File: config.mk
export PLATFORM = sky130hd
export DESIGN_NAME = fetch_pc
export DESIGN_NICKNAME = d
export VERILOG_FILES = /design/src/rtl/fetch_pc_pkg.sv /design/src/rtl/fetch_pc_npc_calc.sv /design/src/rtl/fetch_pc.sv
export SDC_FILE = /design/constraint.sdc
export NUM_CORES = 1
export LEC_CHECK = 0
export ABC_CLOCK_PERIOD_IN_PS = 8400
export CORE_AREA = 2 2 107 109
export DETAILED_ROUTE_END_ITERATION = 16
export DIE_AREA = 0 0 109 111
export PLACE_DENSITY = 0.88
export SLEW_MARGIN = 5
export SYNTH_ARGS = -nofsm -noshare
export SYNTH_HDL_FRONTEND = slang
export SYNTH_SLANG_ARGS = --single-unit
File: constraint.sdc
create_clock -name clk -period 8.4 [get_ports clk]
set_clock_uncertainty 0.15 [all_clocks]
set_input_delay 0.84 -clock clk [delete_from_list [all_inputs] [get_ports clk]]
set_output_delay 0.84 -clock clk [all_outputs]
set_load 0.01 [all_outputs]
File: src/rtl/fetch_pc_pkg.sv
// Shared constants and next-PC source encodings for the fetch stage,
// instruction memory address translation and verification.
package fetch_pc_pkg;

  localparam int unsigned XLEN = 32;
  localparam logic [XLEN-1:0] RESET_PC_DEFAULT = 32'h0000_3000;
  localparam int unsigned IM_WORDS_DEFAULT = 1024;

  typedef enum logic [1:0] {
    NPC_SEQ = 2'b00,
    NPC_BR  = 2'b01,
    NPC_J   = 2'b10,
    NPC_JR  = 2'b11
  } npc_sel_e;

endpackage : fetch_pc_pkg

File: src/rtl/fetch_pc_npc_calc.sv
// Combinational next-PC target mux and fetch-window legality check.
module npc_calc
  import fetch_pc_pkg::*;
#(
  parameter logic [31:0] RESET_PC = RESET_PC_DEFAULT,
  parameter int unsigned IM_WORDS = IM_WORDS_DEFAULT
) (
  input  logic [31:0] pc,
  input  logic [1:0]  npc_sel,
  input  logic        branch_taken,
  input  logic [15:0] imm16,
  input  logic [25:0] imm26,
  input  logic [31:0] jr_target,
  output logic [31:0] target_c,
  output logic        legal_c
);

  localparam logic [31:0] WIN_END = RESET_PC + 32'(4 * IM_WORDS);

  logic [31:0] seq_c;
  logic [31:0] br_off_c;

  assign seq_c    = pc + 32'd4;
  assign br_off_c = {{14{imm16[15]}}, imm16, 2'b00};

  always_comb begin
    target_c = seq_c;
    unique case (npc_sel_e'(npc_sel))
      NPC_SEQ: target_c = seq_c;
      NPC_BR:  target_c = branch_taken ? (seq_c + br_off_c) : seq_c;
      NPC_J:   target_c = {seq_c[31:28], imm26, 2'b00};
      NPC_JR:  target_c = jr_target;
      default: target_c = seq_c;
    endcase
  end

  // Wrapped or out-of-window targets both fail the unsigned window compare.
  assign legal_c = (target_c[1:0] == 2'b00) &&
                   (target_c >= RESET_PC) &&
                   (target_c < WIN_END);

endmodule : npc_calc

File: src/rtl/fetch_pc.sv
// Architectural PC register with sticky fetch-window fault; drives the
// base-relative instruction memory address.
module fetch_pc
  import fetch_pc_pkg::*;
#(
  parameter logic [31:0] RESET_PC = RESET_PC_DEFAULT,
  parameter int unsigned IM_WORDS = IM_WORDS_DEFAULT
) (
  input  logic        clk,
  input  logic        reset,
  input  logic        stall,
  input  logic [1:0]  npc_sel,
  input  logic        branch_taken,
  input  logic [15:0] imm16,
  input  logic [25:0] imm26,
  input  logic [31:0] jr_target,
  output logic [31:0] pc,
  output logic [31:0] pc_plus4,
  output logic [31:0] im_addr,
  output logic        fetch_fault
);

  logic [31:0] pc_q, pc_d;
  logic        fault_q, fault_d;
  logic [31:0] target_c;
  logic        legal_c;

  npc_calc #(
    .RESET_PC (RESET_PC),
    .IM_WORDS (IM_WORDS)
  ) u_npc_calc (
    .pc           (pc_q),
    .npc_sel      (npc_sel),
    .branch_taken (branch_taken),
    .imm16        (imm16),
    .imm26        (imm26),
    .jr_target    (jr_target),
    .target_c     (target_c),
    .legal_c      (legal_c)
  );

  // A frozen or stalled PC never judges the target.
  always_comb begin
    pc_d    = pc_q;
    fault_d = fault_q;
    if (!fault_q && !stall) begin
      if (legal_c) begin
        pc_d = target_c;
      end else begin
        fault_d = 1'b1;
      end
    end
  end

  always_ff @(posedge clk) begin
    if (reset) begin
      pc_q    <= RESET_PC;
      fault_q <= 1'b0;
    end else begin
      pc_q    <= pc_d;
      fault_q <= fault_d;
    end
  end

  assign pc          = pc_q;
  assign pc_plus4    = pc_q + 32'd4;
  assign im_addr     = pc_q - RESET_PC;
  assign fetch_fault = fault_q;

endmodule : fetch_pc

==> results.sh <==
export IMPL_setup_viol=0
export IMPL_cp_end_kind="register"
export IMPL_layout_cells_non_filler=1059
export IMPL_synthSimpleGateAreaFrac=0.324
export IMPL_synth_warnings=0
export IMPL_cts_path_max_buffers=2
export IMPL_arrival_ps=6160
export IMPL_ant_nets=0
export IMPL_drt_pass1_iter_count=11
export IMPL_synth_xor_area_frac=0.0819
export IMPL_io_buffer_count=176
export IMPL_leakagePower_nw=2.98
export IMPL_outcome="finished, final reports clean"
export IMPL_grt_max_degree=51
export IMPL_whs_ps=378
export IMPL_synthCells=796
export IMPL_crit_slowest_cell="a2111oi_4"
export IMPL_worstMarginPinSlew_ps=1010
export IMPL_synth_top_family_by_area="simple AND/OR/NAND/NOR gates"
export IMPL_numCtsBuffers=5
export IMPL_grtUsageTotal=0.338
export IMPL_worst_setup_path_start_kind="register"
export IMPL_rows=39
export IMPL_start_util=0.512
export IMPL_design_portCount=177
export IMPL_grt_ovfl_total=0
export IMPL_drtIter0Drc=889
export IMPL_clk_latency_ps=270
export IMPL_htreeDepth=2
export IMPL_syn_avg_cell_area_um2=7.12
export IMPL_hp_class="register to register"
export IMPL_nFillCells=926
export IMPL_core_um2=11100
export IMPL_antenna_found_initial=0
export IMPL_layout_area_seq_um2=661
export IMPL_synth_nets=910
export IMPL_synth_flop_cell="dfxtp_1"
export IMPL_finalInstanceArea_um2=7490
export IMPL_clkTransAtPathRegs_ps=50
export IMPL_drt_vias_per_instance=6.45
export IMPL_hold_violations=0
export IMPL_antennaDiodeCount=0
export IMPL_postCtsSetupBuffers=0
export IMPL_slew_headroom=0.329
export IMPL_clock_sinks=33
export IMPL_drc=0
export IMPL_drv_slew=0
export IMPL_multi_input_area_um2=4610
export IMPL_async_reset_ff_frac=0
export IMPL_ys_seq_area_frac=0.117
export IMPL_synth_top_cells_by_count="nand2_1, nor2_1, a21oi_1, clkbuf_1, xnor2_1"
export IMPL_area_growth_pct=32.2
export IMPL_gp_congestion=1.05
export IMPL_synth_edff_count=0
export IMPL_crit_path_max_fanout=10
export IMPL_synth_top_cells_by_area="dfxtp_1, ha_1, xnor2_1"
export IMPL_synthMostInstantiatedCell="nand2_1"
export IMPL_grt_pass1_vias=6216
export IMPL_ys_ff_latch=33
export IMPL_die_area_um2=12100
export IMPL_die_x_um=109
export IMPL_synth_largest_area_cell="dfxtp_1"
export IMPL_min_period_ps=6160
export IMPL_path_buf_inv=1
export IMPL_dp_cells=1051
export IMPL_syn_area_um2=5670
export IMPL_post_cts_resized=0
export IMPL_drive_gt1_frac=0.0459
export IMPL_place_area_um2=7320
export IMPL_fin_util=0.676
export IMPL_tns_ps=0
export IMPL_grt_pass1_wl_um=32700
export IMPL_root_buffer="clkbuf_16"
export IMPL_crit_required_ps=8410
export IMPL_place_hpwl_um=16300
export IMPL_cellPowerDensity_nw_per_um2=71.8
export IMPL_synth_top_area_frac=0.117
export IMPL_cts_tree="yes"
export IMPL_max_freq_mhz=162
export IMPL_slowest_delay_ps=930
export IMPL_drv_cap=0
export IMPL_synth_adder_area_share=0.0764
export IMPL_synth_mux_area_frac=0.0678
export IMPL_die_h_um=111
export IMPL_rsz0062_at_grt="false"
export IMPL_ctsHoldBuffers=0
export IMPL_routed_wl_um=20800
export IMPL_path_cells="ha_1 > inv_1 > nor4_2 > nand2_1 > xnor2_1 > ha_1 > nand2_1 > o21a_1 > o211ai_1 > o41ai_1 > mux2i_1 > o211a_1 > nor2_1 > nand4b_2 > a2111oi_4 > mux2_4"
export IMPL_synth_compound_area_share=0.262
export IMPL_period_share=0.733
export IMPL_yosysUniqueCellTypes=80
export IMPL_via_count=6835
export IMPL_crit_type="register to register"
export IMPL_ir_drop_v=0.0000916
export IMPL_fin_nets=1029
export IMPL_path_delay_family="compound AO/OA/AOI/OAI gates"
export IMPL_avgRoutedWirePerCell_um=19.7
## state kept, by name (all words and copies together), names as in the netlist
register     count
fetch_fault      1
pc              32
## layout by cell type, fill, tap and decap left out, types with 14 or more instances in the layout
| master | count |
|---|---|
| and2_1 | 30 |
| nand4_1 | 22 |
| dfxtp_1 | 33 |
| nor4_1 | 17 |
| o21ai_0 | 27 |
| xnor2_1 | 34 |
| nand3_1 | 29 |
| nand2_1 | 79 |
| mux2i_1 | 23 |
| nor2b_1 | 14 |
| nor3_1 | 23 |
| ha_1 | 33 |
| inv_1 | 22 |
| clkdlybuf4s50_1 | 175 |
| a21oi_1 | 54 |
| nor2_1 | 58 |
| a211oi_1 | 14 |
| xor2_1 | 19 |
## metrics by stage
stage / total power, mW / worst slack, ps
2_1_floorplan: 0.254 / 3050
3_3_place_gp: 0.324 / 2460
3_5_place_dp: 0.324 / 2430
4_1_cts: 0.534 / 2390
5_1_grt: 0.557 / 1870
6_report: 0.538 / 2240
## cell families after synthesis
kind of cell,count (synthesis)
muxes,35
adders and majority gates,34
buffers and inverters,91
and+or+nand+nor,340
DFF,33
AOI/OAI and AO/OA,210
xor gates and xnor gates,53
## worst register-to-register path, stage by stage (launching register included)
cell and delay (ps):
dfxtp_1 460, ha_1 400, inv_1 140, nor4_2 630, nand2_1 150, xnor2_1 440
ha_1 420, nand2_1 130, o21a_1 280, o211ai_1 140, o41ai_1 630, mux2i_1 190
o211a_1 270, nor2_1 160, nand4b_2 160, a2111oi_4 930, mux2_4 360
## where the power goes
part / switching, mW / leakage, nW / total (mW) / internal, mW
clock: 0.0628 / 0.0841 / 0.211 / 0.148
sequential: 0.000713 / 0.266 / 0.158 / 0.157
combinational: 0.0919 / 2.63 / 0.169 / 0.0772
total: 0.155 / 2.98 / 0.538 / 0.382
## metal layers
metal / vias up / GRT usage / routed length (µm)
li1: 3201 / - / -
met1: 3166 / 0.473 / 8560
met2: 426 / 0.532 / 9520
met3: 42 / 0.0482 / 2230
met4: 0 / 0.103 / 514
met5: - / 0 / 0
## final timing paths
kind	slack [ps]	start	depth (start not counted)	to
worst min-delay path	380	pc[1]	1	pc[1]
worst max-delay path	2240	pc[2]	16	pc[10]
worst max register to register	2240	pc[2]	16	pc[10]
worst min register to register	380	pc[1]	1	pc[1]
## area by class of cell
class                   instances  area share
clock buffers                   7      0.0190
clock inverters                 1     0.00401
inverters                      23      0.0115
multi-input cells             672       0.615
flip-flops and latches         33      0.0882
well taps                     143      0.0239
repair buffers                180       0.238
Note: power is estimated with default switching activity, not from simulation.
